[config.mk]
export PLATFORM = sky130hd
export DESIGN_NAME = alu4_ctrl
export DESIGN_NICKNAME = d
export VERILOG_FILES = /design/src/rtl/alu4_ctrl.sv
export SDC_FILE = /design/constraint.sdc
export NUM_CORES = 1
export LEC_CHECK = 0
export ABC_AREA = 1
export BUFFER_PORTS_ARGS = -buffer_cell sky130_fd_sc_hd__buf_2
export CORE_ASPECT_RATIO = 0.7
export CORE_MARGIN = 5
export CORE_UTILIZATION = 55
export CTS_CLUSTER_DIAMETER = 60
export CTS_CLUSTER_SIZE = 28
export DETAILED_ROUTE_END_ITERATION = 8
export PLACE_DENSITY_LB_ADDON = 0.1
export SYNTH_ARGS = -nofsm -noshare
export SYNTH_HDL_FRONTEND = slang
export SYNTH_SLANG_ARGS = --single-unit
export TNS_END_PERCENT = 50
[constraint.sdc]
create_clock -name clk -period 4.2 [get_ports clk]
set_clock_uncertainty 0.15 [all_clocks]
set_input_delay 0.63 -clock clk [delete_from_list [all_inputs] [get_ports clk]]
set_output_delay 0.63 -clock clk [all_outputs]
set_load 0.005 [all_outputs]
[src/rtl/alu4_ctrl.sv]
// Sequencing front-end for the 4-bit ALU: valid/ready request intake, single-cycle
// logic/add/sub/pass datapath, multi-cycle shift-add multiply, and a held output register.
module alu4_ctrl #(
  parameter int WIDTH = 4
) (
  input  logic                 clk,
  input  logic                 rst,
  input  logic                 in_valid,
  output logic                 in_ready,
  input  logic [2:0]           op,
  input  logic [WIDTH-1:0]     a,
  input  logic [WIDTH-1:0]     b,
  output logic                 out_valid,
  input  logic                 out_ready,
  output logic [2*WIDTH-1:0]   result,
  output logic                 carry,
  output logic                 zero,
  output logic                 err
);

  localparam int RW = 2 * WIDTH;
  localparam int CW = (WIDTH > 1) ? $clog2(WIDTH) : 1;

  typedef enum logic [2:0] {
    OP_AND  = 3'b000,
    OP_OR   = 3'b001,
    OP_XOR  = 3'b010,
    OP_ADD  = 3'b011,
    OP_SUB  = 3'b100,
    OP_MUL  = 3'b101,
    OP_PASS = 3'b110,
    OP_ILL  = 3'b111
  } op_t;

  typedef enum logic [1:0] {
    S_IDLE,
    S_MUL,
    S_DONE
  } state_t;

  state_t          state, state_nx;
  logic [RW-1:0]   acc, acc_nx;
  logic [RW-1:0]   mcand, mcand_nx;
  logic [WIDTH-1:0] mplier, mplier_nx;
  logic [CW-1:0]   cnt, cnt_nx;
  logic [RW-1:0]   result_nx;
  logic            carry_nx, err_nx;

  // Single-cycle datapath, evaluated on the operands present at acceptance.
  logic [RW-1:0]   alu_res;
  logic            alu_carry;
  logic            alu_err;
  logic [WIDTH:0]  add_sum;
  logic [RW-1:0]   acc_sum;

  assign add_sum = {1'b0, a} + {1'b0, b};
  assign acc_sum = acc + (mplier[0] ? mcand : '0);

  // NOTE: every signal assigned in always_comb gets a default first, so no path leaves it unassigned and no latch is inferred.
  always_comb begin
    alu_res   = '0;
    alu_carry = 1'b0;
    alu_err   = 1'b0;
    unique case (op_t'(op))
      OP_AND:  alu_res[WIDTH-1:0] = a & b;
      OP_OR:   alu_res[WIDTH-1:0] = a | b;
      OP_XOR:  alu_res[WIDTH-1:0] = a ^ b;
      OP_ADD: begin
        alu_res[WIDTH:0] = add_sum;
        alu_carry        = add_sum[WIDTH];
      end
      OP_SUB: begin
        alu_res[WIDTH-1:0] = a - b;
        alu_carry          = (a < b);
      end
      OP_PASS: alu_res[WIDTH-1:0] = a;
      OP_ILL:  alu_err = 1'b1;
      default: alu_res = '0;
    endcase
  end

  assign in_ready  = (state == S_IDLE) && !rst;
  assign out_valid = (state == S_DONE);

  always_comb begin
    state_nx  = state;
    acc_nx    = acc;
    mcand_nx  = mcand;
    mplier_nx = mplier;
    cnt_nx    = cnt;
    result_nx = result;
    carry_nx  = carry;
    err_nx    = err;

    unique case (state)
      S_IDLE: begin
        if (in_valid) begin
          if (op_t'(op) == OP_MUL) begin
            acc_nx    = '0;
            mcand_nx  = {{WIDTH{1'b0}}, a};
            mplier_nx = b;
            cnt_nx    = '0;
            state_nx  = S_MUL;
          end else begin
            result_nx = alu_res;
            carry_nx  = alu_carry;
            err_nx    = alu_err;
            state_nx  = S_DONE;
          end
        end
      end
      S_MUL: begin
        acc_nx    = acc_sum;
        mcand_nx  = mcand << 1;
        mplier_nx = mplier >> 1;
        cnt_nx    = cnt + 1'b1;
        if (cnt == CW'(WIDTH - 1)) begin
          // Last iteration folds its partial product straight into the output register.
          result_nx = acc_sum;
          carry_nx  = 1'b0;
          err_nx    = 1'b0;
          cnt_nx    = '0;
          state_nx  = S_DONE;
        end
      end
      S_DONE: begin
        if (out_ready) state_nx = S_IDLE;
      end
      default: state_nx = S_IDLE;
    endcase
  end

  // NOTE: sequential state uses non-blocking assignments so every register samples pre-edge values.
  always_ff @(posedge clk) begin
    if (rst) begin
      state  <= S_IDLE;
      acc    <= '0;
      mcand  <= '0;
      mplier <= '0;
      cnt    <= '0;
      result <= '0;
      carry  <= 1'b0;
      zero   <= 1'b0;
      err    <= 1'b0;
    end else begin
      state  <= state_nx;
      acc    <= acc_nx;
      mcand  <= mcand_nx;
      mplier <= mplier_nx;
      cnt    <= cnt_nx;
      result <= result_nx;
      carry  <= carry_nx;
      err    <= err_nx;
      if (state_nx == S_DONE && state != S_DONE) zero <= (result_nx == '0);
    end
  end

endmodule

== Yosys cells after proc, flatten, opt, wreduce, memory -nomap -nowiden ==
Index checks and enable logic that the tools add are counted.
Storage, ports and cells
  logic and storage cells: 76
  output and inout bits: 13
  bits of input ports: 15
  register bits after elaboration: 35
Operators by class
  muxes and demuxes: 34
  $add $sub $neg: 4
  bitwise logic cells: 3
  order comparisons: 1
  reductions and logical operators: 9
  eq/ne operators: 16
Operators with widths (count)
  two-way mux 8 bit: 8
  one-hot mux 8 bit (2 select lines): 3
  one-hot mux 4 bit (6 select lines): 1
  two-way mux 2 bit: 7
  equality test 3 bit (second input constant): 4
  adder 8 bit: 1
  zero test 8 bit: 1
  two-way mux 4 bit: 2
  != test 2 bit (second input constant): 4
  one-hot mux 4 bit (2 select lines): 1
  two-way mux 1 bit: 7
  equality test 2 bit (second input constant): 3
  equality test 3 x 2 -> 1 bit (second input constant): 2
  one-hot mux 1 bit (2 select lines): 3
  one-hot mux 2 bit (3 select lines): 1
  adder 4 x 4 -> 5 bit: 1
  AND 4 bit: 1
  < comparator 4 bit: 1
  OR 4 bit: 1
  one-hot mux 2 bit (2 select lines): 1
  AND reduction 4 bit: 1
  subtractor 4 bit: 1
  bitwise XOR 4 bit: 1
  equality test 3 x 1 -> 1 bit (second input constant): 1
  9 further kinds: 10

== Longest topological paths before layout ==
  word-level depth: 6
  mapped depth: 14

== Least setup slack after synthesis ==
Ideal clock, no wire load.
  path kind: input -> register
  start: input a[0]
  end: register zero
  buffers on the path: 0
  data arrival time: 2.081 ns
  slack: 1.899 ns
  required time: 3.980 ns
  stages on the path: 13
  path through: inv_1 -> ha_1 -> fa_1 -> inv_1 -> nand3_1 -> nand2_1 -> nor2_1 -> nand2_1 -> nand2_1 -> nand2_1 -> nor3_2 -> nand4_1 -> a21oi_1
Between the ends
  cells in the longest elaborated chain, start to end: 6
RTL lines
  from (decl): RTL line 11  | input logic [WIDTH-1:0] a,
  subtractor 4 bit, or another cell as far along: RTL line 73  | alu_res[WIDTH-1:0] = a - b;
  one-hot mux 4 bit (6 select lines) or two-way mux 1 bit (tied branches): RTL line 64  | unique case (op_t'(op))
  two-way mux 8 bit *: RTL line 98  | if (op_t'(op) == OP_MUL) begin
  two-way mux 8 bit *: RTL line 97  | if (in_valid) begin
  one-hot mux 8 bit (2 select lines) *: RTL line 95  | unique case (state)
  zero test 8 bit *: RTL line 154  | if (state_nx == S_DONE && state != S_DONE) zero <= (result_nx == '0);
  to (signal assigned): RTL line 154
  to (decl): RTL line 17  | output logic zero,
Mark *: on every way between the ends. The rest lies on a longest branch, timed or not.
A chain may end at the register's enable or synchronous reset.

== Worst setup path in the final report ==
Ends and elaborated chain as after synthesis.

==> results_tabular.tex <==
\begin{tabular}{lr}
\hline
Metric & Value \\
\hline
\multicolumn{2}{l}{\textbf{Clock network}} \\
\quad Post-CTS sizing & 0 \\
\quad Clock tree from TritonCTS & yes \\
\quad Skew-Pair Late Insertion Delay & 0.29 ns \\
\quad Clk root buf & clkbuf\_8 \\
\quad Number of H-tree levels & 2 \\
\quad Number of buffers between clock root and the deepest sink & 2 \\
\quad Number of buffers created by CTS & 5 \\
\quad Clock Sink Count & 35 \\
\quad Number of hold-repair buffers added at the cts stage & 0 \\
\quad Number of buffers inserted by post-CTS setup repair & 0 \\
\quad Clock transition time at the flip-flop clock pins of the worst setup and hold paths & 0.07 ns \\
\multicolumn{2}{l}{\textbf{Power}} \\
\quad Fraction of power consumed by sequential logic & 46.6\% \\
\quad Switching portion of total power & 28.84\% \\
\quad Overall power & 753.7 µW \\
\quad Power dissipated by switching net loads & 217.3 µW \\
\quad Internal portion of total power & 536.4 µW \\
\quad Static leakage power & 1.447 nW \\
\quad Pwr per Cell Area & 278.1 nW/µm² \\
\quad Fraction of power consumed by the clock network & 35.8\% \\
\quad Gate power share & 17.6\% \\
\quad Max rail drop VDD & 0.2251 mV \\
\multicolumn{2}{l}{\textbf{Global route}} \\
\quad Number of global-route vias before repair & 2075 \\
\quad GRT overflow & 0 \\
\quad Global-route usage over all layers & 21.81\% \\
\quad Initial antenna violation count & 0 \\
\quad Maximum number of pins on one net before global-route repair & 30 \\
\quad First-pass GRT wire length & 10.33 mm \\
\multicolumn{2}{l}{\textbf{Synthesis}} \\
\quad Portion of synthesized cell area occupied by the leading cell type & 28.27\% \\
\quad Fraction of synthesized cell area in xor and xnor cells & 1.060\% \\
\quad Post-synthesis adder-cell area fraction & 12.52\% \\
\quad Ys flop type & dfxtp\_1 \\
\quad Synthesized net count & 409 \\
\quad Leading cell types by total area after synthesis & dfxtp\_1, nand2\_1, ha\_1 \\
\quad Count of cell types in the netlist & 33 \\
\quad Number of standard cells after synthesis & 371 \\
\quad Fraction of the yosys area taken by sequential cells & 28.27\% \\
\quad Number of enable-type register cells in the synthesized netlist & 0 \\
\quad Yosys warning total & 0 \\
\quad Mapped Area & 2479 µm² \\
\quad Flops \& latches, synth & 35 \\
\quad Post-synthesis async set-or-reset flop share & 0\% \\
\quad Share of the synthesized area in compound gates (AO/OA/AOI/OAI) & 12.87\% \\
\quad Largest family of logic cells by synthesized area & simple AND/OR/NAND/NOR gates \\
\quad Average cell area after synthesis & 6.681 µm² \\
\quad Cell taking the most area after synthesis & dfxtp\_1 \\
\quad Portion of netlist area occupied by mux cells & 0\% \\
\quad Simple logic cell fraction of the synthesized area & 34.48\% \\
\multicolumn{2}{l}{\textbf{Routing}} \\
\quad Avg WL per Cell & 13.76 µm \\
\quad Total Wirelength & 6.163 mm \\
\quad Via count of the routed design & 2396 \\
\quad DR iter-0 viols & 190 \\
\quad Count of antenna-violating nets left after detailed routing & 0 \\
\quad Number of optimization iterations in the first detailed-route pass & 5 \\
\quad Drc violations & 0 \\
\quad Average vias per placed instance & 5.348 \\
\multicolumn{2}{l}{\textbf{Run status}} \\
\quad Outcome & finished, final reports clean \\
\multicolumn{2}{l}{\textbf{Cells and area}} \\
\quad Area added between synthesis and finish & 9.339\% \\
\quad Fraction of final layout cells with drive strength greater than 1 & 13.23\% \\
\quad Final Cell Area & 2710 µm² \\
\quad Utilization after layout & 62.24\% \\
\quad Filler cells & 425 \\
\quad Inserted Diodes & 0 \\
\quad Number of nets in the layout & 430 \\
\quad Non-filler cells in the finished layout & 448 \\
\multicolumn{2}{l}{\textbf{Floorplanning}} \\
\quad DIE HEIGHT & 66.17 µm \\
\quad Core Region & 4354 µm² \\
\quad IO Pins & 28 \\
\quad Starting density of the core & 56.93\% \\
\quad Floorplan die width & 90.24 µm \\
\quad Total die area & 5970 µm² \\
\quad Row Count & 20 \\
\multicolumn{2}{l}{\textbf{Setup path}} \\
\quad Classification of the worst setup path & in2reg \\
\quad Setup crit end kind & flop \\
\quad Most common cell on crit path & nand2\_1 \\
\quad Crit-path slowest cell & fa\_1 \\
\quad Largest driver fanout on the critical path & 3 \\
\quad Setup crit start kind & input port \\
\quad Ordered list of cells on the worst path & buf\_2 -> inv\_1 -> ha\_1 -> fa\_1 -> inv\_1 -> nand2\_1 -> nand2\_1 -> nor2\_1 -> nor2\_1 -> nand3\_1 -> nand2\_1 -> nand2\_1 -> nor2\_1 -> nand4\_1 -> a21oi\_1 \\
\quad Endpoint required time on the critical path & 4.27 ns \\
\quad Delay of the slowest critical-path stage & 0.43 ns \\
\quad Worst path arrival time & 2.44 ns \\
\multicolumn{2}{l}{\textbf{Timing}} \\
\quad Summed negative setup slack over all endpoints & 0 ns \\
\quad Worst hold slack after final layout & 0.3146 ns \\
\quad Transition at the pin with the smallest max-transition slack & 0.6034 ns \\
\quad Rel. slew slack & 59.73\% \\
\quad Unrepaired setup endpoints after global routing & no \\
\quad Final hold viol count & 0 \\
\quad Post-layout worst setup margin & 1.827 ns \\
\quad Fmax & 421.3 MHz \\
\quad Slew Limit Fails & 0 \\
\quad Post-route fraction of the period consumed by the critical path & 56.51\% \\
\quad Final count of negative-setup-slack endpoints & 0 \\
\quad Min Tclk post-route & 2.373 ns \\
\multicolumn{2}{l}{\textbf{Placed design}} \\
\quad Routability congestion estimate & 0.9281 \\
\quad Half-perimeter wire length after placement & 4.787 mm \\
\quad Cell area reported after detailed placement & 2610 µm² \\
\quad Placement Setup Slack & 1.540 ns \\
\quad Count of port buffers added during placement & 27 \\
\quad Placed Instances & 440 \\
\multicolumn{2}{l}{\textbf{Worst hold path}} \\
\quad Worst min-delay path class & reg2reg \\
\multicolumn{2}{l}{\textbf{Job}} \\
\quad Number of maximum-capacitance constraint violations & 0 \\
\hline
\end{tabular}
-- cell usage after synthesis, types with 2 or more instances --
master	instances
inv_2	6
nor2_1	28
nor3_1	2
xor2_1	3
nor2_2	2
inv_1	45
fa_1	3
buf_2	4
a22oi_1	5
nand3b_1	2
a31oi_1	6
nor2_4	3
nand3_1	33
nand4_1	11
a21oi_1	28
nand2_1	104
o21ai_0	10
buf_6	2
dfxtp_1	35
clkbuf_1	6
o21ai_1	2
ha_1	20
-- kinds of logic (layout without fill, tap and decap cells) --
group                    after synthesis  in the layout
AND/OR/NAND/NOR                      190            190
buffers and inverters                 65             87
AO/OA/AOI/OAI                         55             55
flip-flops                            35             35
adder cells (fa/ha/maj)               23             23
XOR/XNOR                               3              3
-- sequential cells by signal, summed over array words and instances, names as in the netlist --
| register | cells |
|---|---|
| mplier | 4 |
| result | 8 |
| acc | 8 |
| zero | 1 |
| carry | 1 |
| cnt | 2 |
| err | 1 |
| mcand | 8 |
| state | 2 |
-- worst paths after layout --
path,slack (ns),depth (start not counted),to,from
worst min register to register,0.31,2,carry$_SDFFE_PP0P_,carry$_SDFFE_PP0P_
worst max register to register,1.97,11,zero$_SDFFE_PP0P_,mplier[0]$_SDFFE_PP0P_
worst min-delay path,0.31,2,carry$_SDFFE_PP0P_,carry$_SDFFE_PP0P_
worst max-delay path,1.83,15,zero$_SDFFE_PP0P_,a[0]
-- cells in the final DEF (no fill, tap or decap), types with 2 or more instances in the layout --
cell,instances
a21oi_1,28
a22oi_1,5
a31oi_1,6
buf_2,27
clkbuf_8,7
dfxtp_1,35
fa_1,3
ha_1,20
inv_1,45
inv_2,6
nand2_1,104
nand3_1,33
nand3b_1,2
nand4_1,11
nor2_1,28
nor2_2,2
nor2_4,3
nor3_1,2
o21ai_0,10
o21ai_1,2
xor2_1,3
-- per-layer routing --
| layer | routed length, µm | up-vias | GRT usage [%] |
|---|---|---|---|
| met3 | 491 | 7 | 5.575 |
| met4 | 47 | 0 | 4.275 |
| met5 | 0 | - | 0 |
| met1 | 3432 | 1071 | 35.13 |
| li1 | - | 1247 | - |
| met2 | 2191 | 71 | 28.19 |
-- worst max-delay path, delay by kind of cell --
family / cells / cell delay (ns)
AND/OR/NAND/NOR: 9 / 0.73
adder cells (fa/ha/maj): 2 / 0.68
buffers and inverters: 3 / 0.29
AO/OA/AOI/OAI: 1 / 0.12
-- power by group through the flow --
stage	Sequential, mW	Combinational (mW)	Clock (mW)
after floorplan	0.356	0.0923	0
after global placement	0.358	0.130	0
after detailed placement	0.358	0.131	0
after CTS	0.351	0.131	0.273
after global routing	0.353	0.150	0.285
final	0.351	0.133	0.270
-- final cells by class --
class                      count  area [µm²]  area share, %
tap                           55       68.82          2.539
clock buffer                   8       100.1          3.693
sequential                    35       700.7          25.85
inverter                      52       195.2          7.202
timing repair buffer          27       135.1          4.986
multi-input combinational    271        1510          55.72
Note: power is estimated with default switching activity, not from simulation.
